--- src/rtl/ycc_pkg.sv ---
// Shared constants for the YCbCr -> RGB565 decode path: Q10 coefficients,
// accumulator sizing and RGB565 field layout.
package ycc_pkg;

  localparam int FRAC  = 10;
  localparam int ACC_W = 20;

  localparam logic signed [ACC_W-1:0] KRV = 20'sd1436;
  localparam logic signed [ACC_W-1:0] KGU = 20'sd352;
  localparam logic signed [ACC_W-1:0] KGV = 20'sd731;
  localparam logic signed [ACC_W-1:0] KBU = 20'sd1815;
  localparam logic signed [ACC_W-1:0] RND = 20'sd512;

  localparam int R_MSB = 15;
  localparam int R_LSB = 11;
  localparam int G_MSB = 10;
  localparam int G_LSB = 5;
  localparam int B_MSB = 4;
  localparam int B_LSB = 0;

  function automatic logic [15:0] pack565(input logic [7:0] r8,
                                          input logic [7:0] g8,
                                          input logic [7:0] b8);
    logic [15:0] p;
    p = '0;
    p[R_MSB:R_LSB] = r8[7:3];
    p[G_MSB:G_LSB] = g8[7:2];
    p[B_MSB:B_LSB] = b8[7:3];
    return p;
  endfunction

endpackage

--- src/rtl/ycc_clamp8.sv ---
// Drops the Q10 fraction of a rounded accumulator and saturates to 0..255.
module ycc_clamp8
  import ycc_pkg::*;
(
  input  logic signed [ACC_W-1:0] acc,
  output logic        [7:0]       pix
);

  function automatic logic [7:0] sat_u8(input logic signed [ACC_W-1:0] s);
    logic signed [ACC_W-1:0] t;
    t = s >>> FRAC;
    if (t < 0)
      return 8'h00;
    else if (t > 255)
      return 8'hFF;
    else
      return t[7:0];
  endfunction

  assign pix = sat_u8(acc);

endmodule

--- src/rtl/ycbcr_to_rgb565.sv ---
// Level-shifted signed YCbCr to RGB565, three-stage valid/ready pipeline with
// a global stall and an 8x8-block last-pixel marker.
module ycbcr_to_rgb565
  import ycc_pkg::*;
#(
  parameter int PIXELS_PER_BLOCK = 64
) (
  input  logic        Clock,
  input  logic        Reset_n,
  input  logic        In_Valid,
  output logic        In_Ready,
  input  logic [7:0]  In_Y,
  input  logic [7:0]  In_Cb,
  input  logic [7:0]  In_Cr,
  output logic        Out_Valid,
  input  logic        Out_Ready,
  output logic [15:0] Out_Data,
  output logic        Out_Last
);

  localparam int DATA_W = 8;
  localparam int CNT_W  = (PIXELS_PER_BLOCK > 1) ? $clog2(PIXELS_PER_BLOCK) : 1;

  logic                    advance;
  logic signed [ACC_W-1:0] y_ext, cb_ext, cr_ext;
  logic                    vld_p0, vld_p1, vld_p2;
  logic signed [ACC_W-1:0] y_p0, rv_p0, gu_p0, gv_p0, bu_p0;
  logic signed [ACC_W-1:0] sr_p1, sg_p1, sb_p1;
  logic        [7:0]       r8, g8, b8;
  logic        [15:0]      data_p2;
  logic        [CNT_W-1:0] cnt;
  logic                    last_hit;

  // The whole pipe moves as one: any empty output slot or a taking sink frees it.
  assign advance  = Out_Ready | ~vld_p2;
  assign In_Ready = advance;

  // Luma offset is removed by flipping the sign bit, then aligned to Q10.
  assign y_ext  = {{(ACC_W-DATA_W-FRAC){1'b0}}, ~In_Y[7], In_Y[6:0], {FRAC{1'b0}}};
  assign cb_ext = {{(ACC_W-DATA_W){In_Cb[7]}}, In_Cb};
  assign cr_ext = {{(ACC_W-DATA_W){In_Cr[7]}}, In_Cr};

  // Stage 1: constant products
  always_ff @(posedge Clock or negedge Reset_n) begin
    if (!Reset_n) begin
      vld_p0 <= 1'b0;
      y_p0   <= '0;
      rv_p0  <= '0;
      gu_p0  <= '0;
      gv_p0  <= '0;
      bu_p0  <= '0;
    end else if (advance) begin
      vld_p0 <= In_Valid;
      y_p0   <= y_ext;
      rv_p0  <= cr_ext * KRV;
      gu_p0  <= cb_ext * KGU;
      gv_p0  <= cr_ext * KGV;
      bu_p0  <= cb_ext * KBU;
    end
  end

  // Stage 2: rounded channel sums
  always_ff @(posedge Clock or negedge Reset_n) begin
    if (!Reset_n) begin
      vld_p1 <= 1'b0;
      sr_p1  <= '0;
      sg_p1  <= '0;
      sb_p1  <= '0;
    end else if (advance) begin
      vld_p1 <= vld_p0;
      sr_p1  <= y_p0 + rv_p0 + RND;
      sg_p1  <= y_p0 - gu_p0 - gv_p0 + RND;
      sb_p1  <= y_p0 + bu_p0 + RND;
    end
  end

  ycc_clamp8 u_clamp_r (.acc(sr_p1), .pix(r8));
  ycc_clamp8 u_clamp_g (.acc(sg_p1), .pix(g8));
  ycc_clamp8 u_clamp_b (.acc(sb_p1), .pix(b8));

  // Stage 3: saturate and pack
  always_ff @(posedge Clock or negedge Reset_n) begin
    if (!Reset_n) begin
      vld_p2  <= 1'b0;
      data_p2 <= '0;
    end else if (advance) begin
      vld_p2  <= vld_p1;
      data_p2 <= pack565(r8, g8, b8);
    end
  end

  assign last_hit = (cnt == CNT_W'(PIXELS_PER_BLOCK - 1));

  always_ff @(posedge Clock or negedge Reset_n) begin
    if (!Reset_n)
      cnt <= '0;
    else if (vld_p2 && Out_Ready)
      cnt <= last_hit ? '0 : cnt + 1'b1;
  end

  assign Out_Valid = vld_p2;
  assign Out_Data  = data_p2;
  assign Out_Last  = vld_p2 & last_hit;

endmodule

--- config.mk ---
export PLATFORM = sky130hd
export DESIGN_NAME = ycbcr_to_rgb565
export DESIGN_NICKNAME = d
export VERILOG_FILES = /design/src/rtl/ycc_pkg.sv /design/src/rtl/ycc_clamp8.sv /design/src/rtl/ycbcr_to_rgb565.sv
export SDC_FILE = /design/constraint.sdc
export NUM_CORES = 1
export LEC_CHECK = 0
export ABC_AREA = 1
export BUFFER_PORTS_ARGS = -buffer_cell sky130_fd_sc_hd__buf_4
export CAP_MARGIN = 15
export CORE_AREA = 4 4 176 178
export DETAILED_ROUTE_END_ITERATION = 8
export DIE_AREA = 0 0 180 182
export GPL_TIMING_DRIVEN = 0
export SLEW_MARGIN = 25
export SYNTH_ARGS = -nofsm -noshare
export SYNTH_HDL_FRONTEND = slang
export SYNTH_SLANG_ARGS = --single-unit
--- constraint.sdc ---
create_clock -name Clock -period 2 [get_ports Clock]
set_input_delay 0.2 -clock Clock [delete_from_list [all_inputs] [get_ports Clock]]
set_output_delay 0.2 -clock Clock [all_outputs]
set_load 0.05 [all_outputs]
# == After elaboration in Yosys (flattened, before gate mapping) ==
# Cells that the tools add are included.
# totals
out_inout_bits,19
input_bits,28
elab_cells,44
register_bits,166
# op_classes
mux,7
bitwise,4
eq_ne,1
multipliers,4
reduce_logical,1
order_cmp,6
add_sub_neg,8
# op_table
op,count
$add A20 B11 Y20 const B,3
$mux W8,6
$add A19 B20 Y20,2
$gt A10 B9 Y1 const B,3
$lt A10 B1 Y1 const B,3
$mul A8 B12 Y20 const B,1
$sub A19 B20 Y20,1
$sub A20 B20 Y20,1
$mul A8 B11 Y19 const B,1
$mul A8 B10 Y18 const B,1
$mul A8 B5 Y13 const B,1
$add A6 B1 Y6 const B,1
$eq A6 B6 Y1 const B,1
$mux W6,1
$not A1 Y1,2
$and A1 B1 Y1,1
$logic_and A1 B1 Y1,1
$or A1 B1 Y1,1

# == Logic depth before layout (Yosys ltp) ==
# logic_depth
depth_word,3
mapped_depth,20
mapped_depth_nobuf,20

# == By module ==
# Synthesis repeated with hierarchy kept, for this count alone.
# unflattened
hier_cells,1752
area_unflattened_um2,13630.6
# modules_own_cells
mod,seq_area_each_um2,instances,area_each_um2,cells_each
ycbcr_to_rgb565,3903.7,1,13412.9,1698
ycc_clamp8,0.0,3,72.6,18

# == Least setup slack after synthesis ==
# OpenSTA, ideal clock, no wires.
# synth_timing
path_type,input port to flip-flop
start,input In_Cr[5]
end,register gv_p0[17]
path_buffers,0
slack_ns,-1.388
required_ns,1.872
cell_stages,19
arrival_time_ns,3.260
setup_ns,0.128
cell_sequence,inv_1 -> fa_1 -> inv_1 -> fa_1 -> inv_1 -> fa_1 -> fa_1 -> inv_1 -> ha_1 -> nand2_1 -> nand2_1 -> inv_1 -> nor2_1 -> nor2_1 -> nor2_1 -> nor2_1 -> nand3_1 -> nand3_1 -> o21ai_1
# synth_via
elab_chain_cells,1
# synth_lines
element,line_no,text
"start, declared",ycbcr_to_rgb565.sv:14,"input logic [7:0] In_Cr,"
$mul A8 B11 Y19,ycbcr_to_rgb565.sv:57,gv_p0 <= cr_ext * KGV;
"end signal, assigned",ycbcr_to_rgb565.sv:57,
"end, declared",ycbcr_to_rgb565.sv:27,"logic signed [ACC_W-1:0] y_p0, rv_p0, gu_p0, gv_p0, bu_p0;"
# No other way between the ends.
# A chain may end at the register's enable or synchronous reset.

# == Worst setup path in the final report ==
# layout_timing
start,input In_Cr[6]
end,register gv_p0[17]
# The elaborated chain is that of the path after synthesis.

==> impl_metrics.json <==
{
  "p_int_mw": 13.1,
  "syn_avg_cell_area_um2": 7.49,
  "yosys_register_bits": 109,
  "switching_share_pct": 50.2,
  "status": "complete, but fails checks",
  "routedWlPerCell_um": 16.4,
  "wirelength_um": 34400,
  "drtPass1Iterations": 5,
  "fin_crit_sh_pct": 160,
  "viasPerCell": 5.05,
  "p_per_area_nw_per_um2": 1660,
  "route.detailed.drc": 0,
  "syn_inst": 1550,
  "tightest_slew_ps": 790,
  "grt_max_degree": 57,
  "dieArea_um2": 32800,
  "vdd_ir_drop_max_mv": 1.13,
  "initial_core_util_pct": 39.5,
  "synth_nets": 1831,
  "start_kind": "primary input",
  "critPathMaxFanout": 4,
  "fillers": 2599,
  "ys.warnings.count": 0,
  "clock-sinks": 109,
  "grt_pass1_vias": 10582,
  "slew_headroom_pct": 47.3,
  "maxCapViolCount": 0,
  "arrival_ps": 3420,
  "crit_chain": "buf_12 -> clkinvlp_4 -> fa_2 -> inv_2 -> fa_1 -> inv_2 -> fa_2 -> fa_1 -> inv_2 -> ha_4 -> nand2_1 -> nand2_1 -> inv_2 -> nor2_2 -> nor2_2 -> nor2_2 -> nor2_2 -> nand2_1 -> nand2_1 -> nand3_2 -> o21ai_1",
  "violations": "negative setup slack",
  "min_period_ps": 3200,
  "ioPinCount": 47,
  "p_leak_nw": 7.82,
  "cts_max_path_buffers": 2,
  "final_area_um2": 15800,
  "nNetsFinal": 1983,
  "synth_area_leaders": "dfrtp_1 23%, ha_1 20%, nand2_1 13%",
  "path_class": "in -> reg",
  "place_hpwl_um": 25900,
  "cpMaxStageDelayCell": "fa_1",
  "fmax_mhz": 312,
  "clkPwrFrac_pct": 6.8,
  "grt_pass1_wl_um": 56100,
  "place_area_um2": 13200,
  "core_um2": 29400,
  "cts_tree": "built",
  "drtIter0Drc": 800,
  "cts_max_level": 3,
  "vias": 10581,
  "final_cell_mix": "335 x nand2_1, 226 x inv_1, 105 x ha_1",
  "hold_class": "in -> reg",
  "crit_required_ps": 2220,
  "p_sw_mw": 13.2,
  "yosys.cell_types.count": 38,
  "syn2layout_area_growth_pct": 36.2,
  "num_antenna_cells": 0,
  "finalNonFillerCells": 2097,
  "clk_latency_ps": 360,
  "yosysTopAreaCellShare_pct": 23.5,
  "synth_top_area_cell": "dfrtp_1",
  "netlist_area_um2": 11600,
  "grt_use_total_pct": 20.9,
  "hold_viol": 0,
  "slew_violations": 0,
  "worst_slack_ps": -1200,
  "synth_seq_area_share_pct": 23.5,
  "die_w_um": 180,
  "rows": 63,
  "antenna_found_initial": 0,
  "overflow": 0,
  "final_layout_size_suffix_gt1_share_pct": 31.4,
  "setup_violations": 50,
  "dp.cells": 1987,
  "cts_made_buffers": 9,
  "numPortBuffers": 46,
  "path_clk_slew_ps": 70,
  "fin_tns_setup_ps": -35600,
  "cp-end-kind": "flop",
  "pwr-share-comb_pct": 78.2,
  "die_y_um": 182,
  "final_common_cell": "nand2_1",
  "grt_setup_unrepaired": "true",
  "cts_root_buf": "clkbuf_16",
  "p_total_mw": 26.3,
  "final_util_pct": 53.8,
  "postRouteAntennaNets": 0,
  "finClkSkew_ps": 7.75,
  "seqPwrFrac_pct": 15.1,
  "place_congestion": 0.900,
  "cp_slowest_stage_delay_ps": 530
}
==> critical path: cells and delay by family <==
family / cells / cell delay, ps
AND/OR/NAND/NOR: 9 / 650
buffers and inverters: 6 / 420
AO/OA/AOI/OAI: 1 / 80
adder cells (fa/ha/maj): 5 / 2090
==> metal layers <==
| metal | vias to the layer above | wire, um | GRT usage (%) |
|---|---|---|---|
| li1 | 5261 | - | - |
| met4 | 0 | 631 | 4.11 |
| met2 | 182 | 16400 | 35.3 |
| met1 | 5097 | 16500 | 29.8 |
| met3 | 41 | 926 | 1.54 |
| met5 | - | 0 | 0 |
==> layout make-up <==
class | count | area, um2 | share of cell area (%)
multi-input combinational | 1132 | 9740 | 61.6
sequential | 109 | 2740 | 17.3
timing repair buffer | 142 | 1360 | 8.58
inverter | 286 | 1110 | 7.00
tap | 390 | 488 | 3.09
clock buffer | 12 | 246 | 1.56
buffer | 22 | 105 | 0.665
clock inverter | 4 | 31.3 | 0.198
==> cells in the mapped netlist, drive strengths merged <==
cell,count
a21oi,62
o211ai,2
o21bai,7
clkbuf,7
o21ai,89
dfrtp,109
ha,184
nor3,10
a22oi,1
nor2,100
or2,8
nand3,109
a21boi,1
inv,286
o31ai,1
xnor2,16
buf,16
nand4,16
a21o,13
nor4,4
o21a,3
fa,69
o22ai,5
xor2,6
nand2,409
nand3b,6
a31oi,11
==> state kept, by name (all words and copies together), names as in the netlist <==
register,cells
gv_p0,19
Out_Data,16
bu_p0,13
gu_p0,11
rv_p0,11
sg_p1,8
y_p0,8
sb_p1,7
sr_p1,7
cnt,6
Out_Valid,1
vld_p0,1
vld_p1,1
==> cells by family after synthesis <==
kind of cell	after synthesis	share of synthesized area (%)
XOR/XNOR	22	1.66
flip-flops	109	23.5
buffers and inverters	309	10.2
AND/OR/NAND/NOR	662	23.6
AO/OA/AOI/OAI	195	9.32
adder cells (fa/ha/maj)	253	31.7
==> stage by stage <==
stage | hold slack (ps) | setup WS [ps]
5_1_grt | 39.6 | -1410
4_1_cts | 27.2 | -1200
6_report | 37.5 | -1200
3_3_place_gp | 395 | -1760
3_5_place_dp | 194 | -1740
2_1_floorplan | -95.6 | -1180
==> power groups by stage <==
stage | logic (mW) | clock network [mW] | registers (mW)
2_1_floorplan | 10.3 | 0 | 4.28
3_3_place_gp | 14.2 | 0 | 3.97
3_5_place_dp | 14.3 | 0 | 4.00
4_1_cts | 17.6 | 1.79 | 3.95
5_1_grt | 22.5 | 1.89 | 4.07
6_report | 20.5 | 1.78 | 3.96
==> what timing repair did <==
| item | in CTS | in global routing |
|---|---|---|
| endpoints found under the hold margin | 53 | 0 |
| resized for setup | 232 | 158 |
| endpoints found under the setup margin | 53 | 59 |
| gates cloned | 0 | 0 |
| hold buffers | 1 | 0 |
| buffers inserted | 63 | 32 |
| pin swaps | 149 | 136 |
==> path summary, 6_finish.rpt <==
kind | from | to | slack [ps] | cells after the start
min in group asynchronous | Reset_n | sg_p1[13]$_DFFE_PN0P_ | 360 | 2
hold reg to reg | vld_p1$_DFFE_PN0P_ | Out_Valid$_DFFE_PN0P_ | 450 | 2
setup / recovery | In_Cr[6] | gv_p0[17]$_DFFE_PN0P_ | -1200 | 21
setup reg to reg | y_p0[10]$_DFFE_PN0P_ | sg_p1[19]$_DFFE_PN0P_ | -170 | 11
max in group asynchronous | Reset_n | y_p0[10]$_DFFE_PN0P_ | 950 | 3
hold / removal | In_Y[7] | y_p0[17]$_DFFE_PN0P_ | 40 | 2
Power figures use the tool's default switching activity.
